<file path="config.mk">
export PLATFORM = sky130hd
export DESIGN_NAME = axis_rr_stream_arbiter
export DESIGN_NICKNAME = d
export VERILOG_FILES = /design/src/rtl/axis_rr_stream_arbiter.sv
export SDC_FILE = /design/constraint.sdc
export NUM_CORES = 1
export LEC_CHECK = 0
export CAP_MARGIN = 20
export CORE_AREA = 2 2 269 271
export DETAILED_ROUTE_END_ITERATION = 6
export DIE_AREA = 0 0 271 273
export GPL_TIMING_DRIVEN = 0
export PLACE_DENSITY = 0.37
export SLEW_MARGIN = 5
export SYNTH_ARGS = -nofsm -noshare
export SYNTH_HDL_FRONTEND = slang
export SYNTH_SLANG_ARGS = --single-unit
</file>
<file path="constraint.sdc">
create_clock -name clk -period 5 [get_ports clk]
set_input_delay 1.25 -clock clk [delete_from_list [all_inputs] [get_ports clk]]
set_output_delay 1.25 -clock clk [all_outputs]
set_load 0.03 [all_outputs]
</file>
<file path="src/rtl/axis_rr_stream_arbiter.sv">
// Round-robin packet arbiter merging N beat streams into one AXI4-Stream
// master with a registered output stage and per-channel overflow flags.
module axis_rr_stream_arbiter #(
  parameter int NUM_CH     = 4,
  parameter int DATA_WIDTH = 128,
  parameter int DEST_WIDTH = 8,
  parameter int MAX_BEATS  = 256,
  localparam int IDX_W     = $clog2(NUM_CH),
  localparam int CNT_W     = $clog2(MAX_BEATS + 1)
) (
  input  logic                         clk,
  input  logic                         resetn,
  input  logic [NUM_CH-1:0]            ch_enable,
  input  logic [NUM_CH-1:0]            ch_valid,
  input  logic [NUM_CH*DATA_WIDTH-1:0] ch_data,
  input  logic [NUM_CH-1:0]            ch_last,
  output logic [NUM_CH-1:0]            ch_ready,
  output logic [DATA_WIDTH-1:0]        stream_tdata,
  output logic [DEST_WIDTH-1:0]        stream_tdest,
  output logic [DATA_WIDTH/8-1:0]      stream_tkeep,
  output logic                         stream_tlast,
  output logic                         stream_tvalid,
  input  logic                         stream_tready,
  output logic [IDX_W-1:0]             grant_idx,
  output logic                         busy,
  output logic [NUM_CH-1:0]            overflow_err,
  input  logic                         err_clear
);

  typedef enum logic {
    IDLE,
    LOCKED
  } state_e;

  localparam logic [IDX_W:0]   NCH     = (IDX_W+1)'(NUM_CH);
  localparam logic [CNT_W-1:0] MAX_CNT = CNT_W'(MAX_BEATS);

  state_e state_q, state_d;

  logic [IDX_W-1:0] last_q, last_d;
  logic [IDX_W-1:0] grant_q, grant_d;
  logic [IDX_W-1:0] win_idx, sel;
  logic [IDX_W-1:0] pos;
  logic [IDX_W:0]   sum;
  logic [CNT_W-1:0] cnt_q, cnt_d;
  logic [NUM_CH-1:0] err_q, err_d;
  logic [NUM_CH-1:0] req, ready;
  logic win_found;
  logic out_free;
  logic accept;
  logic forced;
  logic beat_last;
  logic [DATA_WIDTH-1:0] sel_data;

  logic                  tvalid_q;
  logic                  tlast_q;
  logic [DATA_WIDTH-1:0] tdata_q;
  logic [DEST_WIDTH-1:0] tdest_q;

  assign req      = ch_valid & ch_enable;
  assign out_free = !tvalid_q || stream_tready;

  // Scan starts just past the last grant and wraps at NUM_CH.
  always_comb begin
    win_found = 1'b0;
    win_idx   = '0;
    sum       = '0;
    pos       = '0;
    for (int k = 1; k <= NUM_CH; k++) begin
      sum = {1'b0, last_q} + (IDX_W+1)'(k);
      if (sum >= NCH) sum = sum - NCH;
      pos = sum[IDX_W-1:0];
      if (!win_found && req[pos]) begin
        win_found = 1'b1;
        win_idx   = pos;
      end
    end
  end

  always_comb begin
    state_d   = state_q;
    last_d    = last_q;
    grant_d   = grant_q;
    cnt_d     = cnt_q;
    ready     = '0;
    accept    = 1'b0;
    forced    = 1'b0;
    beat_last = 1'b0;
    sel       = grant_q;
    err_d     = err_clear ? '0 : err_q;
    if (resetn) begin
      unique case (state_q)
        IDLE: begin
          if (win_found && out_free) begin
            sel     = win_idx;
            accept  = 1'b1;
            last_d  = win_idx;
            grant_d = win_idx;
            cnt_d   = CNT_W'(1);
            forced  = !ch_last[win_idx] && (MAX_BEATS == 1);
            if (!ch_last[win_idx] && (MAX_BEATS != 1))
              state_d = LOCKED;
          end
        end
        LOCKED: begin
          if (ch_valid[grant_q] && out_free) begin
            accept = 1'b1;
            cnt_d  = cnt_q + CNT_W'(1);
            forced = !ch_last[grant_q] && (cnt_d == MAX_CNT);
            if (ch_last[grant_q] || forced)
              state_d = IDLE;
          end
        end
        default: state_d = IDLE;
      endcase
    end
    if (accept) begin
      ready[sel] = 1'b1;
      beat_last  = ch_last[sel] || forced;
    end
    // A new truncation outranks a same-cycle clear.
    if (forced) err_d[sel] = 1'b1;
  end

  always_comb begin
    sel_data = '0;
    for (int i = 0; i < NUM_CH; i++) begin
      if (sel == IDX_W'(i))
        sel_data = ch_data[i*DATA_WIDTH +: DATA_WIDTH];
    end
  end

  always_ff @(posedge clk or negedge resetn) begin
    if (!resetn) begin
      state_q <= IDLE;
      last_q  <= IDX_W'(NUM_CH - 1);
      grant_q <= '0;
      cnt_q   <= '0;
      err_q   <= '0;
    end else begin
      state_q <= state_d;
      last_q  <= last_d;
      grant_q <= grant_d;
      cnt_q   <= cnt_d;
      err_q   <= err_d;
    end
  end

  always_ff @(posedge clk or negedge resetn) begin
    if (!resetn) begin
      tvalid_q <= 1'b0;
      tlast_q  <= 1'b0;
      tdata_q  <= '0;
      tdest_q  <= '0;
    end else if (accept) begin
      tvalid_q <= 1'b1;
      tlast_q  <= beat_last;
      tdata_q  <= sel_data;
      tdest_q  <= DEST_WIDTH'(sel);
    end else if (stream_tready) begin
      tvalid_q <= 1'b0;
    end
  end

  assign ch_ready      = ready;
  assign stream_tdata  = tdata_q;
  assign stream_tdest  = tdest_q;
  assign stream_tkeep  = '1;
  assign stream_tlast  = tlast_q;
  assign stream_tvalid = tvalid_q;
  assign grant_idx     = grant_q;
  assign busy          = (state_q == LOCKED);
  assign overflow_err  = err_q;

endmodule

</file>
After elaboration in Yosys (flattened, before gate mapping)
Cells that the tools add are included.
{ "word_totals": {"register_bits": 150, "n_memories": 0, "wordCells": 115, "ram_bits": 0, "latch_bits": 0, "output_inout_bits": 165, "in_bits": 528, "mem_bits_ro": 0} }
{ "op_classes": {"reduce_logical": 19, "n_addsub": 9, "div_mod_pow": 0, "mul": 0, "shift": 0, "order_cmp": 12, "muxes": 57, "bitwise_logic": 3, "n_eq_ne": 6} }
{ "ops": {"columns": ["op", "n"], "rows": [
  ["$mux 128", 4],
  ["$mux 1", 24],
  ["$mux 2", 11],
  ["$lt 2x3->1 const B", 7],
  ["$mux 9", 2],
  ["$pmux 9 s2", 1],
  ["$bmux 1 s2", 8],
  ["$ge 3x3->1 const B", 4],
  ["$mux 4", 3],
  ["$add 9x1->9 const B", 1],
  ["$eq 9x9->1 const B", 1],
  ["$sub 2x1->2 const B", 4],
  ["$logic_and 1x1->1", 7],
  ["$add 2x2->3 const B", 2],
  ["$pmux 1 s2", 3],
  ["$reduce_and 3->1", 2],
  ["$logic_not 1->1", 5],
  ["$and 4x4->4", 1],
  ["$eq 2x2->1 const B", 2],
  ["$or 4x4->4", 1],
  ["$add 2x1->3 const B", 1],
  ["$add 2x3->3 const B", 1],
  ["$logic_or 1x1->1", 3],
  ["$demux 1 s2", 1],
  ["other kinds (7)", 7]
]} }

Depth between registers and ports, before layout
{ "depth": {"depth_word": 25, "depth_mapped": 9, "depth_no_buf": 7} }

Worst setup path before layout
No wires, ideal clock.
{ "synth_timing": {"path_kind": "input to output", "start": "input port ch_valid[0]", "end": "output port ch_ready[2]", "path_buffers": 3, "arrival_time_ps": 3166, "t_required_ps": 3750, "setup_slack_ps": 584, "path_stages": 7, "path_cell_list": "a22o_1 > o211a_2 > o32a_1 > buf_2 > buf_4 > buf_2 > nor3_1"} }
{ "synth_between": {"elab_chain_cells": 22, "word_cells_on_any_way": 40, "cone_classes": "order compare (2); mux (28); bitwise (1); reduce/logical (9)"} }
{ "synth_rtl": {"columns": ["element", "line", "rtl"], "rows": [
  ["from (decl)", "14", "input logic [NUM_CH-1:0] ch_valid,"],
  ["$and 4x4->4", "60", "assign req = ch_valid & ch_enable;"],
  ["$bmux 1 s2", "73", "if (!win_found && req[pos]) begin"],
  ["$mux 1 (implied by the code)", "73", null],
  ["$mux 1", "73", null],
  ["$logic_not 1->1", "73", null],
  ["$logic_and 1x1->1", "73", null],
  ["$mux 1", "73", null],
  ["$logic_not 1->1", "73", null],
  ["[... 6 more ...]", null, null],
  ["$mux 2", "94", "if (win_found && out_free) begin"],
  ["$mux 2", null, null],
  ["$mux 2", "91", "if (resetn) begin"],
  ["$lt 2x3->1 (implied by the code) / $ge 2x1->1 (equally long branches)", "118", "ready[sel] = 1'b1;"],
  ["$logic_and 1x1->1 (implied by the code)", "118", null],
  ["$mux 1 (implied by the code)", "118", null],
  ["$demux 1 s2", "118", null],
  ["$mux 4 *", "117", "if (accept) begin"],
  ["to (decl)", "17", "output logic [NUM_CH-1:0] ch_ready,"]
]} }
Mark *: on every way between the ends. The rest lies on a longest branch, timed or not. The select of a mux whose other input is x is not followed.

Final worst setup path
{ "layout_timing": {"start": "input port ch_valid[3]", "end": "output port ch_ready[1]"} }
Same word-level chain as after synthesis.

==> results.json <==
{
  "status": "completed",
  "grt_pass1_vias": 10880,
  "startpoint": "ch_valid[3]",
  "antenna_found_initial": 4,
  "clockBufferDepth": 2,
  "placed_area_sq_um": 17240,
  "ir_drop_v": 0.0002454,
  "fp.dieArea_sq_um": 73980,
  "start_util": 0.1301,
  "design.core.area_sq_um": 71000,
  "gr-total-overflow": 0,
  "clk_latency_ns": 0.48,
  "synth_edf_count": 0,
  "die_h_um": 273,
  "drive_above_1_share": 0.1183,
  "area_delta_synth_final_pct": 95.84,
  "via_count": 9991,
  "p_leak_nw": 7.206,
  "slew_violations": 0,
  "ys_top_cells_by_count": "dfrtp_1 (148), a22oi_1 (103), mux2i_1 (103), a2bb2oi_1 (102), o21ai_0 (72)",
  "synth_seq_cells": 150,
  "synth_flop_cell": "dfrtp_1",
  "async_reset_ff_frac": 1.000,
  "synth_top_cell_by_area": "dfrtp_1",
  "drc": 0,
  "hold_start": "stream_tdest[0]$_DFFE_PN0P_",
  "synth.distinct_cells": 55,
  "root_buffer": "clkbuf_16",
  "finClkSkew_ns": 0.01373,
  "synth_top_area_share": 0.4009,
  "syn_area_sq_um": 9239,
  "die_w_um": 271,
  "post-route-util": 0.2549,
  "worst_slack_ns": 0.1338,
  "fin_crit_sh": 0.9732,
  "cts_sinks": 150,
  "worst_pin_slew_ns": 1.030,
  "synth_area_leaders": "dfrtp_1 (40%), mux2i_1 (11%), a2bb2oi_1 (9.7%)",
  "place_ws_ns": -2.060,
  "postSynthCellCount": 841,
  "power-per-cell-area_nw_per_um2": 581.6,
  "rsz0062_at_grt": "false",
  "min_path_type": "register to register",
  "cp_max_fo": 10,
  "r2r-start": "busy$_DFFE_PN0P_",
  "grt_pass1_wl_um": 79070,
  "finalInstanceArea_sq_um": 18090,
  "tns_ns": 0,
  "htree_num_levels": 4,
  "stdcell_count": 2515,
  "drt.antenna.violating_nets": 0,
  "hold_viol_final": 0,
  "critPathArrivalTime_ns": 3.62,
  "fmax_ghz": 0.2055,
  "hpwl_um": 45100,
  "max-slew-margin-rel": 0.3135,
  "io_pins": 693,
  "drtPass1Iterations": 4,
  "setup_viol": 0,
  "path_class": "primary input to output port",
  "drt_iter0_markers": 442,
  "cp-start-kind": "primary input",
  "crit_required_ns": 3.75,
  "drt_wl_total_um": 56480,
  "total_power_mw": 10.52,
  "grt_start_max_net_pins": 45,
  "gp_congestion": 0.8301,
  "rows": 98,
  "end_kind": "output port",
  "clk_pin_slew_ns": 0.07,
  "dp.cells": 2482,
  "cts_tree": "done",
  "yosysSeqAreaShare": 0.4066,
  "synth.most_common_cell": "dfrtp_1",
  "ys_warn_count": 0,
  "grtUsageTotal": 0.1484,
  "io_buffers": 670,
  "viasPerCell": 3.973,
  "syn_area_per_cell_sq_um": 10.99,
  "min_period_ns": 4.866,
  "wire_per_inst_um": 22.46,
  "hold_ws_ns": 0.4912,
  "numCtsBuffers": 17,
  "nets": 2083,
  "drv_cap": 0
}
## where the power goes
group          switching [mW]  leakage, nW  internal (mW)  total, mW
clock                   0.602        0.309          0.894       1.50
sequential              0.358         1.85           1.80       2.16
combinational            3.84         5.05           3.03       6.87
total                    4.80         7.21           5.72       10.5
## placed cells by master (no fill, tap or decap), drive strengths merged, types with 3 or more instances in the layout
master	netlist	routed
inv	9	11
a22oi	103	103
nor3	8	8
bufinv	0	5
nand4	4	4
mux4	29	29
clkdlybuf4s50	0	665
nand2	22	22
o21ai	109	109
a22o	6	6
buf	78	79
o22ai	4	4
a2bb2oi	102	102
a31oi	3	3
a21oi	6	6
nor2	11	11
mux2	27	27
dfrtp	148	148
clkinv	0	3
nand3	4	4
bufbuf	0	3
mux2i	103	103
clkbuf	24	44
conb	2	22
and2	5	5
## cell families (layout without fill, tap and decap cells)
group | Yosys count | in the layout | synth area share
compound gates | 348 | 348 | 0.2711
fa+ha+maj | 2 | 2 | 0.002708
buf+inv | 111 | 814 | 0.06419
flops | 150 | 150 | 0.4066
mux | 159 | 159 | 0.2152
other cells | 2 | 23 | 0.0008129
simple gates | 69 | 69 | 0.03941
## sequential cells by signal, indices dropped and copies added, names as in the netlist
| signal | flops |
|---|---|
| overflow_err | 4 |
| grant_idx | 2 |
| stream_tlast | 1 |
| stream_tdest | 2 |
| last_q | 2 |
| stream_tvalid | 1 |
| busy | 1 |
| cnt_q | 9 |
| stream_tdata | 128 |
## routing by layer
layer,vias up,routed length (um),track usage
li1,4690,-,-
met4,2,474,0.03111
met1,4905,22440,0.1701
met5,-,13,0
met3,22,3699,0.04305
met2,372,29850,0.2720
## layout make-up
class	count	area, sq um
fill	7532	52900
clock buffer	18	439.2
timing repair buffer	677	6863
buffer	98	580.6
tap	950	1189
antenna	1	2.502
multi-input combinational	600	5029
sequential	150	3756
clock inverter	12	201.4
inverter	9	33.78
## worst max-delay path, stage by stage
cell             delay (ns)
clkdlybuf4s50_1        0.45
and2_1                 0.25
a221oi_4               0.36
o32a_1                 0.23
buf_8                  0.21
nor4b_4                0.21
buf_4                  0.18
buf_8                  0.15
clkdlybuf4s15_2        0.32
## repair_timing
item	CTS	global route
buffers inserted	2	1
resized for setup	25	14
gates cloned	3	0
hold endpoints to repair	0	0
pin swaps	1	0
hold buffers	0	0
setup endpoints to repair	84	4
## final timing paths
check,end,slack [ns],cells after the start
worst max-delay path,ch_ready[1],0.13,9
worst min-delay path,stream_tdest[0]$_DFFE_PN0P_,0.49,2
worst max register to register,stream_tdata[50]$_DFFE_PN0P_,1.48,8
worst min register to register,stream_tdest[0]$_DFFE_PN0P_,0.49,2
max in group asynchronous,last_q[1]$_DFFE_PN1P_,3.63,2
min in group asynchronous,stream_tdata[79]$_DFFE_PN0P_,0.64,1
Note: power is estimated with default switching activity, not from simulation.
